**config.mk**
```make
export PLATFORM = sky130hd
export DESIGN_NAME = i2s_transceiver_flat
export DESIGN_NICKNAME = d
export VERILOG_FILES = /design/src/rtl/i2s_transceiver_if.sv /design/src/rtl/i2s_transceiver.sv /design/src/flat_wrapper.sv
export SDC_FILE = /design/constraint.sdc
export NUM_CORES = 1
export LEC_CHECK = 0
export ABC_AREA = 1
export CAP_MARGIN = 25
export CORE_MARGIN = 1.5
export CORE_UTILIZATION = 50
export DETAILED_ROUTE_END_ITERATION = 16
export GPL_ROUTABILITY_DRIVEN = 0
export PLACE_DENSITY_LB_ADDON = 0.25
export SKIP_CTS_REPAIR_TIMING = 1
export SLEW_MARGIN = 0
export SYNTH_ARGS = -nofsm -noshare
export SYNTH_HDL_FRONTEND = slang
export SYNTH_SLANG_ARGS = --single-unit
```
**constraint.sdc**
```tcl
create_clock -name clk -period 1.7 [get_ports clk]
set_input_delay 0.17 -clock clk [delete_from_list [all_inputs] [get_ports clk]]
set_output_delay 0.17 -clock clk [all_outputs]
set_load 0.05 [all_outputs]
```
**src/rtl/i2s_transceiver_if.sv**
```systemverilog
// -----------------------------------------------------------------------------
// i2s_transceiver_if
// Sample-stream bundle between the sample-processing logic and the I2S
// transceiver.
//   tx_left/tx_right/tx_valid : transmit sample pair offered by the producer
//   tx_ready                  : transceiver holding buffer is empty
//   tx_underrun               : one-cycle pulse, a frame started with no pair
//   rx_left/rx_right/rx_valid : received sample pair, one-cycle valid pulse
// Modports: master = sample-processing side, slave = transceiver side.
// -----------------------------------------------------------------------------
interface i2s_transceiver_if #(
    parameter int DATA_WIDTH = 24
) ();
    logic [DATA_WIDTH-1:0] tx_left;
    logic [DATA_WIDTH-1:0] tx_right;
    logic                  tx_valid;
    logic                  tx_ready;
    logic                  tx_underrun;
    logic [DATA_WIDTH-1:0] rx_left;
    logic [DATA_WIDTH-1:0] rx_right;
    logic                  rx_valid;

    modport master (
        output tx_left, tx_right, tx_valid,
        input  tx_ready, tx_underrun, rx_left, rx_right, rx_valid
    );

    modport slave (
        input  tx_left, tx_right, tx_valid,
        output tx_ready, tx_underrun, rx_left, rx_right, rx_valid
    );
endinterface

```
**src/rtl/i2s_transceiver.sv**
```systemverilog
// -----------------------------------------------------------------------------
// i2s_transceiver
// Stereo I2S master for the WM8731 codec datapath. Derives bclk/lrclk from clk,
// serialises a one-entry buffered TX sample pair onto i2s_dacdat and
// deserialises i2s_adcdat into an RX sample pair presented once per frame.
//
// Ports:
//   clk, rst      : system clock, synchronous active-high reset
//   bus (slave)   : TX valid/ready stream, underrun pulse, RX samples + valid
//   i2s_bclk      : bit clock, clk / (2*BCLK_HALF)
//   i2s_lrclk     : word select, 0 = left slot, 1 = right slot
//   i2s_dacdat    : serial data to the codec DAC, changes on bclk falling edge
//   i2s_adcdat    : serial data from the codec ADC, asynchronous to clk
//
// Build option:
//   I2S_ONE_BIT_DELAY_EN defined   -> Philips I2S, MSB one bclk after lrclk edge
//   I2S_ONE_BIT_DELAY_EN undefined -> left-justified, MSB on the lrclk edge
// -----------------------------------------------------------------------------
module i2s_transceiver #(
    parameter int DATA_WIDTH = 24,
    parameter int SLOT_BITS  = 32,
    parameter int BCLK_HALF  = 12
) (
    input  logic             clk,
    input  logic             rst,
    i2s_transceiver_if.slave bus,
    output logic             i2s_bclk,
    output logic             i2s_lrclk,
    output logic             i2s_dacdat,
    input  logic             i2s_adcdat
);

    localparam int HW = (BCLK_HALF > 1) ? $clog2(BCLK_HALF) : 1;
    localparam int BW = $clog2(2 * SLOT_BITS);

    localparam logic [HW-1:0] HCNT_LAST = HW'(BCLK_HALF - 1);
    localparam logic [BW-1:0] BCNT_LAST = BW'(2 * SLOT_BITS - 1);
    localparam logic [BW-1:0] SLOT_LEN  = BW'(SLOT_BITS);

    localparam logic [DATA_WIDTH-1:0] ZERO_SAMPLE = {DATA_WIDTH{1'b0}};

    // Position of a bit counter value inside its channel slot.
    function automatic logic [BW-1:0] slot_pos(input logic [BW-1:0] b);
        logic [BW-1:0] p;
        if (b >= SLOT_LEN) begin
            p = b - SLOT_LEN;
        end else begin
            p = b;
        end
        return p;
    endfunction

    // True when a slot position carries a data bit for the selected format.
    function automatic logic is_data_pos(input logic [BW-1:0] p);
        logic r;
`ifdef I2S_ONE_BIT_DELAY_EN
        r = (p != {BW{1'b0}}) && (p <= BW'(DATA_WIDTH));
`else
        r = (p < BW'(DATA_WIDTH));
`endif
        return r;
    endfunction

    // Clock generation state
    logic [HW-1:0]         hcnt_q,     hcnt_d;
    logic                  bclk_q,     bclk_d;
    logic [BW-1:0]         bcnt_q,     bcnt_d;
    logic                  lrclk_q,    lrclk_d;
    // TX state
    logic                  buf_full_q, buf_full_d;
    logic [DATA_WIDTH-1:0] buf_l_q,    buf_l_d;
    logic [DATA_WIDTH-1:0] buf_r_q,    buf_r_d;
    logic [DATA_WIDTH-1:0] tx_sh_l_q,  tx_sh_l_d;
    logic [DATA_WIDTH-1:0] tx_sh_r_q,  tx_sh_r_d;
    logic                  dacdat_q,   dacdat_d;
    logic                  underrun_q, underrun_d;
    // RX state
    logic                  adc_meta_q, adc_meta_d;
    logic                  adc_sync_q, adc_sync_d;
    logic [DATA_WIDTH-1:0] rx_sh_l_q,  rx_sh_l_d;
    logic [DATA_WIDTH-1:0] rx_sh_r_q,  rx_sh_r_d;
    logic [DATA_WIDTH-1:0] rx_left_q,  rx_left_d;
    logic [DATA_WIDTH-1:0] rx_right_q, rx_right_d;
    logic                  rx_valid_q, rx_valid_d;
    logic                  started_q,  started_d;

    // Event strobes
    logic                  hwrap_s;
    logic                  fall_s;
    logic                  rise_s;
    logic                  frame_start_s;
    logic [BW-1:0]         bcnt_next_s;
    logic                  accept_s;
    logic [DATA_WIDTH-1:0] tx_cur_l_s;
    logic [DATA_WIDTH-1:0] tx_cur_r_s;

    // Decode bclk edge events and the bit counter successor.
    always_comb begin
        hwrap_s       = (hcnt_q == HCNT_LAST);
        fall_s        = hwrap_s && bclk_q;
        rise_s        = hwrap_s && !bclk_q;
        frame_start_s = fall_s && (bcnt_q == BCNT_LAST);
        if (bcnt_q == BCNT_LAST) begin
            bcnt_next_s = {BW{1'b0}};
        end else begin
            bcnt_next_s = bcnt_q + BW'(1);
        end
        accept_s = bus.tx_valid && !buf_full_q;
    end

    // Half-period counter, bclk toggle, bit counter and word select.
    always_comb begin
        hcnt_d  = hcnt_q;
        bclk_d  = bclk_q;
        bcnt_d  = bcnt_q;
        lrclk_d = lrclk_q;
        if (hwrap_s) begin
            hcnt_d = {HW{1'b0}};
            bclk_d = !bclk_q;
        end else begin
            hcnt_d = hcnt_q + HW'(1);
        end
        if (fall_s) begin
            bcnt_d  = bcnt_next_s;
            lrclk_d = (bcnt_next_s >= SLOT_LEN);
        end else begin
            bcnt_d  = bcnt_q;
            lrclk_d = lrclk_q;
        end
    end

    // TX holding buffer, frame load, shift-out and underrun detection.
    always_comb begin
        buf_full_d = buf_full_q;
        buf_l_d    = buf_l_q;
        buf_r_d    = buf_r_q;
        tx_sh_l_d  = tx_sh_l_q;
        tx_sh_r_d  = tx_sh_r_q;
        dacdat_d   = dacdat_q;
        underrun_d = frame_start_s && !buf_full_q;

        // On a frame start the shifters are replaced by the buffer (or zeros)
        // before the first bit of the new frame is picked.
        if (frame_start_s) begin
            tx_cur_l_s = buf_full_q ? buf_l_q : ZERO_SAMPLE;
            tx_cur_r_s = buf_full_q ? buf_r_q : ZERO_SAMPLE;
        end else begin
            tx_cur_l_s = tx_sh_l_q;
            tx_cur_r_s = tx_sh_r_q;
        end

        if (frame_start_s && buf_full_q) begin
            buf_full_d = 1'b0;
        end else begin
            buf_full_d = buf_full_q;
        end
        // An accept coinciding with an empty-buffer frame start is kept for
        // the following frame; the current frame still underruns.
        if (accept_s) begin
            buf_full_d = 1'b1;
            buf_l_d    = bus.tx_left;
            buf_r_d    = bus.tx_right;
        end else begin
            buf_l_d    = buf_l_q;
            buf_r_d    = buf_r_q;
        end

        if (fall_s) begin
            tx_sh_l_d = tx_cur_l_s;
            tx_sh_r_d = tx_cur_r_s;
            dacdat_d  = 1'b0;
            if (is_data_pos(slot_pos(bcnt_next_s))) begin
                if (bcnt_next_s >= SLOT_LEN) begin
                    dacdat_d  = tx_cur_r_s[DATA_WIDTH-1];
                    tx_sh_r_d = {tx_cur_r_s[DATA_WIDTH-2:0], 1'b0};
                end else begin
                    dacdat_d  = tx_cur_l_s[DATA_WIDTH-1];
                    tx_sh_l_d = {tx_cur_l_s[DATA_WIDTH-2:0], 1'b0};
                end
            end else begin
                dacdat_d = 1'b0;
            end
        end else begin
            dacdat_d = dacdat_q;
        end
    end

    // ADC synchroniser, RX shift-in and per-frame output update.
    always_comb begin
        adc_meta_d = i2s_adcdat;
        adc_sync_d = adc_meta_q;
        rx_sh_l_d  = rx_sh_l_q;
        rx_sh_r_d  = rx_sh_r_q;
        rx_left_d  = rx_left_q;
        rx_right_d = rx_right_q;
        rx_valid_d = frame_start_s && started_q;
        started_d  = started_q;

        // lrclk_q still describes bcnt_q on a rise event, so it selects the
        // channel being received.
        if (rise_s && is_data_pos(slot_pos(bcnt_q))) begin
            if (lrclk_q) begin
                rx_sh_r_d = {rx_sh_r_q[DATA_WIDTH-2:0], adc_sync_q};
            end else begin
                rx_sh_l_d = {rx_sh_l_q[DATA_WIDTH-2:0], adc_sync_q};
            end
        end else begin
            rx_sh_l_d = rx_sh_l_q;
            rx_sh_r_d = rx_sh_r_q;
        end

        // The first frame start after reset has no complete frame behind it.
        if (frame_start_s) begin
            started_d = 1'b1;
            if (started_q) begin
                rx_left_d  = rx_sh_l_q;
                rx_right_d = rx_sh_r_q;
            end else begin
                rx_left_d  = rx_left_q;
                rx_right_d = rx_right_q;
            end
        end else begin
            started_d = started_q;
        end
    end

    // State register for every flop in the block.
    always_ff @(posedge clk) begin
        if (rst) begin
            hcnt_q     <= {HW{1'b0}};
            bclk_q     <= 1'b0;
            bcnt_q     <= BCNT_LAST;
            lrclk_q    <= 1'b0;
            buf_full_q <= 1'b0;
            buf_l_q    <= ZERO_SAMPLE;
            buf_r_q    <= ZERO_SAMPLE;
            tx_sh_l_q  <= ZERO_SAMPLE;
            tx_sh_r_q  <= ZERO_SAMPLE;
            dacdat_q   <= 1'b0;
            underrun_q <= 1'b0;
            adc_meta_q <= 1'b0;
            adc_sync_q <= 1'b0;
            rx_sh_l_q  <= ZERO_SAMPLE;
            rx_sh_r_q  <= ZERO_SAMPLE;
            rx_left_q  <= ZERO_SAMPLE;
            rx_right_q <= ZERO_SAMPLE;
            rx_valid_q <= 1'b0;
            started_q  <= 1'b0;
        end else begin
            hcnt_q     <= hcnt_d;
            bclk_q     <= bclk_d;
            bcnt_q     <= bcnt_d;
            lrclk_q    <= lrclk_d;
            buf_full_q <= buf_full_d;
            buf_l_q    <= buf_l_d;
            buf_r_q    <= buf_r_d;
            tx_sh_l_q  <= tx_sh_l_d;
            tx_sh_r_q  <= tx_sh_r_d;
            dacdat_q   <= dacdat_d;
            underrun_q <= underrun_d;
            adc_meta_q <= adc_meta_d;
            adc_sync_q <= adc_sync_d;
            rx_sh_l_q  <= rx_sh_l_d;
            rx_sh_r_q  <= rx_sh_r_d;
            rx_left_q  <= rx_left_d;
            rx_right_q <= rx_right_d;
            rx_valid_q <= rx_valid_d;
            started_q  <= started_d;
        end
    end

    assign i2s_bclk        = bclk_q;
    assign i2s_lrclk       = lrclk_q;
    assign i2s_dacdat      = dacdat_q;
    assign bus.tx_ready    = !buf_full_q;
    assign bus.tx_underrun = underrun_q;
    assign bus.rx_left     = rx_left_q;
    assign bus.rx_right    = rx_right_q;
    assign bus.rx_valid    = rx_valid_q;

endmodule

```
**src/flat_wrapper.sv**
```systemverilog
// flat-port wrapper written by rule: the top's interface ports become plain ports
module i2s_transceiver_flat 
#(
    parameter int DATA_WIDTH = 24,
    parameter int SLOT_BITS  = 32,
    parameter int BCLK_HALF  = 12
)
  (clk, rst, i2s_bclk, i2s_lrclk, i2s_dacdat, i2s_adcdat, bus_tx_left, bus_tx_right, bus_tx_valid, bus_tx_ready, bus_tx_underrun, bus_rx_left, bus_rx_right, bus_rx_valid);
  i2s_transceiver_if #(.DATA_WIDTH(DATA_WIDTH)) bus_i ();
  input  logic clk;
  input  logic rst;
  output logic i2s_bclk;
  output logic i2s_lrclk;
  output logic i2s_dacdat;
  input  logic i2s_adcdat;
  input wire logic [$bits(bus_i.tx_left)-1:0] bus_tx_left;
  input wire logic [$bits(bus_i.tx_right)-1:0] bus_tx_right;
  input wire logic [$bits(bus_i.tx_valid)-1:0] bus_tx_valid;
  output wire logic [$bits(bus_i.tx_ready)-1:0] bus_tx_ready;
  output wire logic [$bits(bus_i.tx_underrun)-1:0] bus_tx_underrun;
  output wire logic [$bits(bus_i.rx_left)-1:0] bus_rx_left;
  output wire logic [$bits(bus_i.rx_right)-1:0] bus_rx_right;
  output wire logic [$bits(bus_i.rx_valid)-1:0] bus_rx_valid;
  assign bus_i.tx_left = bus_tx_left;
  assign bus_i.tx_right = bus_tx_right;
  assign bus_i.tx_valid = bus_tx_valid;
  assign bus_tx_ready = bus_i.tx_ready;
  assign bus_tx_underrun = bus_i.tx_underrun;
  assign bus_rx_left = bus_i.rx_left;
  assign bus_rx_right = bus_i.rx_right;
  assign bus_rx_valid = bus_i.rx_valid;
  i2s_transceiver #(.DATA_WIDTH(DATA_WIDTH), .SLOT_BITS(SLOT_BITS), .BCLK_HALF(BCLK_HALF)) u_core (.clk(clk), .rst(rst), .bus(bus_i), .i2s_bclk(i2s_bclk), .i2s_lrclk(i2s_lrclk), .i2s_dacdat(i2s_dacdat), .i2s_adcdat(i2s_adcdat));
endmodule
```
* Word level (Yosys, flattened, before mapping)
Index checks and enable logic that the tools add are counted.
** Cells by class
- Shift operators :: 0
- Reduce and logical (&&, ||, !) cells :: 15
- $lt $le $gt $ge :: 4
- Equality and inequality tests :: 2
- Multiply operators :: 0
- Mux-type cells :: 16
- Divide/modulo/power cells :: 0
- Add/subtract/negate cells :: 4
- Bitwise gates (word level) :: 1
** Operator list (number)
- two-way mux 24 bit :: 8
- two-way mux 6 bit :: 4
- greater-or-equal comparator 6 bit (second input constant) :: 2
- < comparator 6 x 5 -> 1 bit (second input constant) :: 2
- subtractor 6 bit (second input constant) :: 2
- logical AND 1 bit :: 8
- adder 6 x 1 -> 6 bit (second input constant) :: 1
- == test 6 bit (second input constant) :: 1
- AND reduction 2 bit :: 3
- adder 4 x 1 -> 4 bit (second input constant) :: 1
- == test 4 bit (second input constant) :: 1
- two-way mux 1 bit :: 4
- zero test 1 bit :: 2
- nonzero test 2 bit :: 1
- OR reduction 2 bit :: 1
- NOT 1 bit :: 1
** Storage, ports and cells
- Logic and storage cells :: 61
- Output and inout bits :: 54
- Bits in latches :: 0
- RAM bits :: 0
- Register bits after elaboration :: 211
- Memories :: 0
- Bits of input ports :: 52
- Bits in read-only memories :: 0

* Logic depth before layout (Yosys ltp)
Gate-level depths: netlist of run 1.
- Depth after elaboration :: 7
- Mapped depth :: 13
- Depth with buffers taken out :: 12

* Least setup slack after synthesis of run 1
Ideal clock, no wire load.
- Kind :: flip-flop to flip-flop
- Start :: register u_core.bclk_q (netlist: u_core.i2s_bclk)
- End :: register u_core.tx_sh_l_q[1]
- Data required time :: 1572 ps
- Setup slack :: -173 ps
- Cell stages (with the launch flop) :: 12
- Setup time :: 128 ps
- Arrival time :: 1745 ps
- Buffers on the path :: 2
- Clock period less this slack :: 1873 ps
- Cells stage by stage :: dfxtp_1 -> inv_1 -> nor2_8 -> nand2_2 -> buf_6 -> buf_2 -> nand2_1 -> nand2_1 -> nand3_1 -> nand2_1 -> nor2_1 -> nor2_1
** On the way
- Cells in the longest elaborated chain, start to end :: 5
** Ends and longest elaborated chain
- from (decl) :: RTL line i2s_transceiver.sv:66 : logic bclk_q, bclk_d;
- from (signal assigned) :: RTL line i2s_transceiver.sv:251 : bclk_q <= bclk_d;
- logical AND 1 bit (*) :: RTL line i2s_transceiver.sv:100 : fall_s = hwrap_s && bclk_q;
- logical AND 1 bit :: RTL line i2s_transceiver.sv:102 : frame_start_s = fall_s && (bcnt_q == BCNT_LAST);
- two-way mux 24 bit :: RTL line i2s_transceiver.sv:144 : if (frame_start_s) begin
- two-way mux 24 bit :: RTL line i2s_transceiver.sv:173 : if (bcnt_next_s >= SLOT_LEN) begin
- two-way mux 24 bit :: RTL line i2s_transceiver.sv:172 : if (is_data_pos(slot_pos(bcnt_next_s))) begin
- to (signal assigned) :: RTL line i2s_transceiver.sv:257 : tx_sh_l_q <= tx_sh_l_d;
- to (decl) :: RTL line i2s_transceiver.sv:73 : logic [DATA_WIDTH-1:0] tx_sh_l_q, tx_sh_l_d;
Mark *: on every way between the ends. The rest lies on a longest branch, timed or not.
A chain may end at the register's enable or synchronous reset.

* Final worst setup path of run 1
- Start :: register u_core.hcnt_q[1]
- End :: register u_core.tx_sh_l_q[3]
** On the way
- Cells in the longest elaborated chain, start to end :: 6
** Ends and longest elaborated chain
- from (decl) :: RTL line i2s_transceiver.sv:65 : logic [HW-1:0] hcnt_q, hcnt_d;
- from (signal assigned) :: RTL line i2s_transceiver.sv:230 : hcnt_q <= {HW{1'b0}};
- from (signal assigned) :: RTL line i2s_transceiver.sv:250 : hcnt_q <= hcnt_d;
- == test 4 bit (*) :: RTL line i2s_transceiver.sv:99 : hwrap_s = (hcnt_q == HCNT_LAST);
- logical AND 1 bit (*) :: RTL line i2s_transceiver.sv:100
- logical AND 1 bit :: RTL line i2s_transceiver.sv:102
- two-way mux 24 bit :: RTL line i2s_transceiver.sv:144
- two-way mux 24 bit :: RTL line i2s_transceiver.sv:173
- two-way mux 24 bit :: RTL line i2s_transceiver.sv:172
Marks and branches as above.

==> results.toml, run 1 <==
[cts]
cts_tree = "yes"
clk_latency_ns = 0.51
root_buffer = "clkbuf_16"
cts_made_buffers = 22
clockBufferDepth = 3
clk_pin_slew_ns = 0.07
htree_levels = 1
cts_sinks = 211

[global_routing]
grt_overflow = 0
grt_pass1_vias = 7527
grt_max_degree = 85
grt_use_total_pct = 22.1
antenna_found_initial = 0
grt_pass1_wl_um = 34400

[worst_setup_path]
reg2reg_slack_ns = -0.16
worst_setup_path_end_kind = "register"
crit_family = "simple AND/OR/NAND/NOR gates"
cp_max_fo = 5
worstPathRequired_ns = 2.10
worstSetupPathType = "reg -> reg"
critical-path-max-stage-delay_ns = 0.35
cp_cell_sequence = "ha_4 > nand3_4 > nor2_8 > buf_12 > nand2_8 > buf_12 > nand2_4 > nand2_2 > nand3_1 > nand3_1 > nand2_1 > inv_1"
startpoint_type = "register"
crit_arrival_ns = 2.26
crit_buf_inv = 3
crit_slowest_cell = "dfxtp_2"

[yosys]
seq_area_frac_synth_pct = 47.6
synth_warnings = 0
synthSimpleGateAreaFrac_pct = 33.2
ys_types = 35
synth_fp_nets = 1310
ys_seq_elements = 211
synth_xor_area_share_pct = 0.197
syn_area_per_cell_um2 = 7.08
syn_area_um2 = 8880
syn_inst = 1255
synth.area.mux_share_pct = 0
synth_edf_count = 0
synth_compound_area_share_pct = 11.8
ys.flop_type = "dfxtp_1"
synth_top_family_by_area = "simple AND/OR/NAND/NOR gates"
async_flop_share_pct = 0
synthAdderAreaFrac_pct = 0.423

[job]
maxCapViolations = 0

[sta]
finalHoldViolations = 0
slew_viol_final = 0
setup_viol = 93
holdWs_ns = 0.0452
finalCritPeriodShare_pct = 109
tightest_slew_ns = 0.939
rsz0062_at_grt = "yes"
timing.final.ws_setup_ns = -0.161
tns_ns = -5.33
finClkSkew_ns = 0.0114
max_freq_mhz = 537
layout_min_cycle_time_ns = 1.86
slew_headroom_pct = 37.4

[power]
p_per_area_nw_per_um2 = 812
finalPower_mw = 10.7
ir_drop_mv = 0.732
power.leakage_nw = 6.16

[hold_path]
hp-class = "in -> reg"

[finish]
stdcell_area_um2 = 13200
n_antenna_cell = 0
drive_gt1_share_pct = 28.9
final_core_util_pct = 76.0
fin_nets = 1459
area_growth_pct = 48.5
finalNonFillerCells = 1645

[placement]
place_ws_ns = -0.106
port_buffers = 105
dpl.hpwl_um = 12900
place_area_um2 = 10300
place_inst = 1563

[drt]
routed_wl_um = 27700
drt_pass1_iterations = 5
wl_per_cell_um = 16.8
antenna_left = 0
dr.first_iter.drc_count = 773
drc = 0
num_vias = 9046
via_per_inst = 5.50

[status]
violations = "setup timing"
status = "finished, violations left"

[floorplan]
die_x_um = 136
die_area_um2 = 18600
rows = 48
fp.coreArea_um2 = 17400
dieHeight_um = 136
initial_core_util_pct = 51.2
ioPinCount = 106
layer usage:
layer	share of wire, %	track usage [%]	up-vias
li1	-	-	4351
met1	43	30.2	4256
met2	48	36.5	364
met3	6.1	2.80	75
met4	3.0	6.62	0
met5	0	0	-
layout make-up:
class | instances | area, um^2
clock buffers | 29 | 648
fillers | 1170 | 4170
inverters | 53 | 218
flip-flops and latches | 211 | 4240
clock inverters | 11 | 115
repair buffers | 207 | 2490
multi-input cells | 909 | 5200
well taps | 225 | 282
placed cells by master, fill, tap and decap left out, types with 20 or more instances in the layout:
cell,synthesis,routed
nor2_1,276,265
dlymetal6s2s_1,0,48
clkdlybuf4s50_1,0,50
buf_6,4,20
nand3_1,109,56
nand2_1,271,166
clkbuf_16,0,36
nand3_2,2,50
buf_4,3,50
nand2_2,4,66
nand2_4,0,40
dfxtp_1,211,204
o21ai_1,5,28
inv_1,49,44
a21oi_2,0,34
o21ai_0,125,91
where the power goes:
| group | total [mW] | switching, mW | internal (mW) |
|---|---|---|---|
| Combinational | 0.542 | 0.305 | 0.237 |
| Clock | 5.06 | 2.06 | 3.00 |
| Sequential | 5.11 | 0.0610 | 5.05 |
logic make-up after synthesis:
group,after synthesis
buf+inv,140
xor+xnor,2
compound gates,201
flops,211
fa+ha+maj,3
simple gates,698
flip-flops by register name, summed over array words and instances, names as in the netlist, 4 cells and up:
| name | flops |
|---|---|
| u_core.buf_r_q | 24 |
| u_core.hcnt_q | 4 |
| u_core.bus.rx_left | 24 |
| u_core.bcnt_q | 6 |
| u_core.buf_l_q | 24 |
| u_core.tx_sh_r_q | 24 |
| u_core.rx_sh_r_q | 24 |
| u_core.bus.rx_right | 24 |
| u_core.tx_sh_l_q | 24 |
| u_core.rx_sh_l_q | 24 |
final timing paths:
path / startpoint / endpoint / cells after the start
min: rst / u_core.tx_sh_r_q[4] / 4
max: u_core.hcnt_q[1] / u_core.tx_sh_l_q[3] / 12
max reg2reg: u_core.hcnt_q[1] / u_core.tx_sh_l_q[3] / 12
min reg2reg: u_core.adc_meta_q / u_core.adc_sync_q / 2
cell usage after synthesis, types with 2 or more instances:
cell type	instances	area, um^2
inv_1	49	184
ha_1	3	37.5
o22ai_1	2	12.5
nand3_2	2	20.0
o21ai_0	125	626
buf_1	3	11.3
nor2_1	276	1040
nand3b_1	14	105
or2_2	2	12.5
nand2_1	271	1020
o21a_1	12	90.1
buf_4	3	22.5
nand2_2	4	25.0
nor2_2	2	12.5
nand3_1	109	546
inv_2	4	15.0
o21ai_1	5	25.0
nor3_1	4	20.0
nor2_4	2	22.5
buf_6	4	45.0
dfxtp_1	211	4220
buf_2	31	155
clkbuf_1	46	173
a21oi_1	53	265
nor3_2	8	80.1
tightest hold or removal path: cells and delay by family:
kind	cells	cell delay, ns
AOI/OAI and AO/OA	2	0.12
and+or+nand+nor	1	0.04
buffers and inverters	1	0.18
(Power assumes the default switching activity.)
==> run 2, diff against run 1 <==
==> constraint.sdc (replaced) <==
create_clock -name clk -period 1.7 [get_ports clk]
set_input_delay 0.17 -clock clk [delete_from_list [all_inputs] [get_ports clk]]
set_output_delay 0.17 -clock clk [all_outputs]
set_load 0.005 [all_outputs]
==> run 2 against run 1 <==
- the flow still finishes with violations (setup timing)
- core utilization is 8.4 points lower
- final cell count is 1.8% lower
- via count is 7.3% lower
- sequential power hardly changed
- cell area is 11% lower
- non-clock buffer count is 23 lower
- register-to-register slack better by 0.10 ns
- total power is 0.89% lower
- first-iteration DRC count is 29% lower
- critical path type unchanged
- largest power group unchanged
==> results.toml, run 2 (synthesized netlist as in run 1, its figures left out) <==
[status]
status = "finished, violations left"
violations = "setup timing"

[placement]
place_ws_ns = -0.105
dpl.hpwl_um = 13400
place_area_um2 = 10400
port_buffers = 105

[floorplan]
die_area_um2 = 18600
dieHeight_um = 136
fp.coreArea_um2 = 17400
rows = 48
initial_core_util_pct = 51.2
ioPinCount = 106
die_x_um = 136

[finish]
n_antenna_cell = 0
area_growth_pct = 32.2
fin_nets = 1431
layout_commonest_cell = "nor2_1"
final_cell_mix = "263 x nor2_1, 230 x nand2_1, 204 x dfxtp_1"
drive_gt1_share_pct = 15.4
nFillCells = 1459
stdcell_area_um2 = 11700

[sta]
slew_viol_final = 0
layout_min_cycle_time_ns = 1.76
max_freq_mhz = 569
tightest_slew_ns = 0.524
finalCritPeriodShare_pct = 103
setup_viol = 35
slew_headroom_pct = 65.0
rsz0062_at_grt = "yes"
finalHoldViolations = 0
timing.final.ws_setup_ns = -0.0582
finClkSkew_ns = 0.00908

[job]
maxCapViolations = 0

[cts]
root_buffer = "clkbuf_16"
clk_pin_slew_ns = 0.07
cts_tree = "yes"
htree_levels = 1
cts_made_buffers = 22
clockBufferDepth = 3
clk_latency_ns = 0.50
cts_sinks = 211

[worst_setup_path]
startpoint_type = "register"
timing.rr.start = "u_core.bcnt_q[1]"
crit_buf_inv = 2
cp_cell_sequence = "ha_4 > nand3_4 > nor2_4 > nand2_4 > buf_8 > clkbuf_16 > nand2_1 > nand2_1 > nand3_1 > nand2_1 > nand2_1 > nand2_1"
worst_setup_path_end_kind = "register"
cpMostUsedCell = "nand2_1"
worstPathRequired_ns = 2.10
worstSetupPathType = "reg -> reg"
cp_max_fo = 8
critical-path-max-stage-delay_ns = 0.37
crit_arrival_ns = 2.15
crit_family = "simple AND/OR/NAND/NOR gates"
crit_start = "u_core.bcnt_q[1]"
crit_slowest_cell = "dfxtp_2"

[drt]
antenna_left = 0
drc = 0
dr.first_iter.drc_count = 547
wl_per_cell_um = 13.8
num_vias = 8382
routed_wl_um = 22200
via_per_inst = 5.19
drt_pass1_iterations = 6

[global_routing]
grt_use_total_pct = 22.2
antenna_found_initial = 0
grt_overflow = 0
grt_pass1_vias = 7494
grt_pass1_wl_um = 34400
grt_max_degree = 53

[power]
p_per_area_nw_per_um2 = 904
power.leakage_nw = 4.97
ir_drop_mv = 0.841

[hold_path]
hp-class = "in -> reg"
min_from = "rst"
[run 2: changes by cell type in the layout (fill, tap and decap cells not counted), moves of 15 or more]
cell	change
clkdlybuf4s50_1	+52
nand3_2	-50
nand3_1	+53
nand2_2	-37
nand2_1	+64
o21ai_0	+15
nand2_4	-24
a21oi_1	+34
a21oi_2	-34
dlymetal6s2s_1	-46
[run 2: power breakdown]
group          leakage [nW]  switching, mW  total, mW  internal, mW
Combinational          2.88          0.277      0.521         0.244
Sequential             1.71         0.0652       5.12          5.05
Clock                 0.375           1.95       4.98          3.03
[run 2: final cells by class]
| cell class | count | area (um^2) | share of cell area (%) |
|---|---|---|---|
| timing repair buffer | 184 | 1910 | 16.3 |
| sequential | 211 | 4240 | 36.1 |
| clock buffer | 33 | 673 | 5.73 |
| multi-input combinational | 904 | 4360 | 37.1 |
| inverter | 53 | 203 | 1.73 |
| tap | 225 | 282 | 2.40 |
| clock inverter | 6 | 80.1 | 0.682 |
[run 2: worst paths after layout]
path                           to  slack [ns]  cells after the start
max reg2reg  u_core.tx_sh_r_q[13]       -0.06                     12
max          u_core.tx_sh_r_q[13]       -0.06                     12
min              u_core.bcnt_q[2]        0.11                      3
min reg2reg     u_core.adc_sync_q        0.41                      2
[run 2: worst register-to-register path, delay by kind of cell (launching register included)]
| kind | cells | cell delay (ns) |
|---|---|---|
| DFF | 1 | 0.37 |
| buffers and inverters | 2 | 0.32 |
| and+or+nand+nor | 9 | 0.79 |
| adders and majority gates | 1 | 0.18 |
[run 2: per-layer routing]
layer  vias up  global-route usage (%)  wire length, um
met5         -                       0                0
met1      3899                    30.3            10400
met3        38                    3.02              861
li1       4265                       -                -
met2       180                    37.4            10600
met4         0                    4.85              397
[run 2: through the flow]
stage / cells / utilization (%) / power, mW / hold WS [ns] / setup TNS [ns]
final: 1616 / 67.6 / 10.6 / 0.108 / -0.418
after global routing: 1616 / 67.6 / 10.9 / 0.102 / -6.62
after CTS: 1605 / 64.3 / 10.6 / 0.0944 / -6.36
after detailed placement: 1566 / 60.0 / 5.72 / 0.396 / -3.74
after global placement: 1566 / 60.0 / 5.71 / 0.403 / -0.0948
after floorplan: 1255 / - / 5.49 / 0.277 / 0
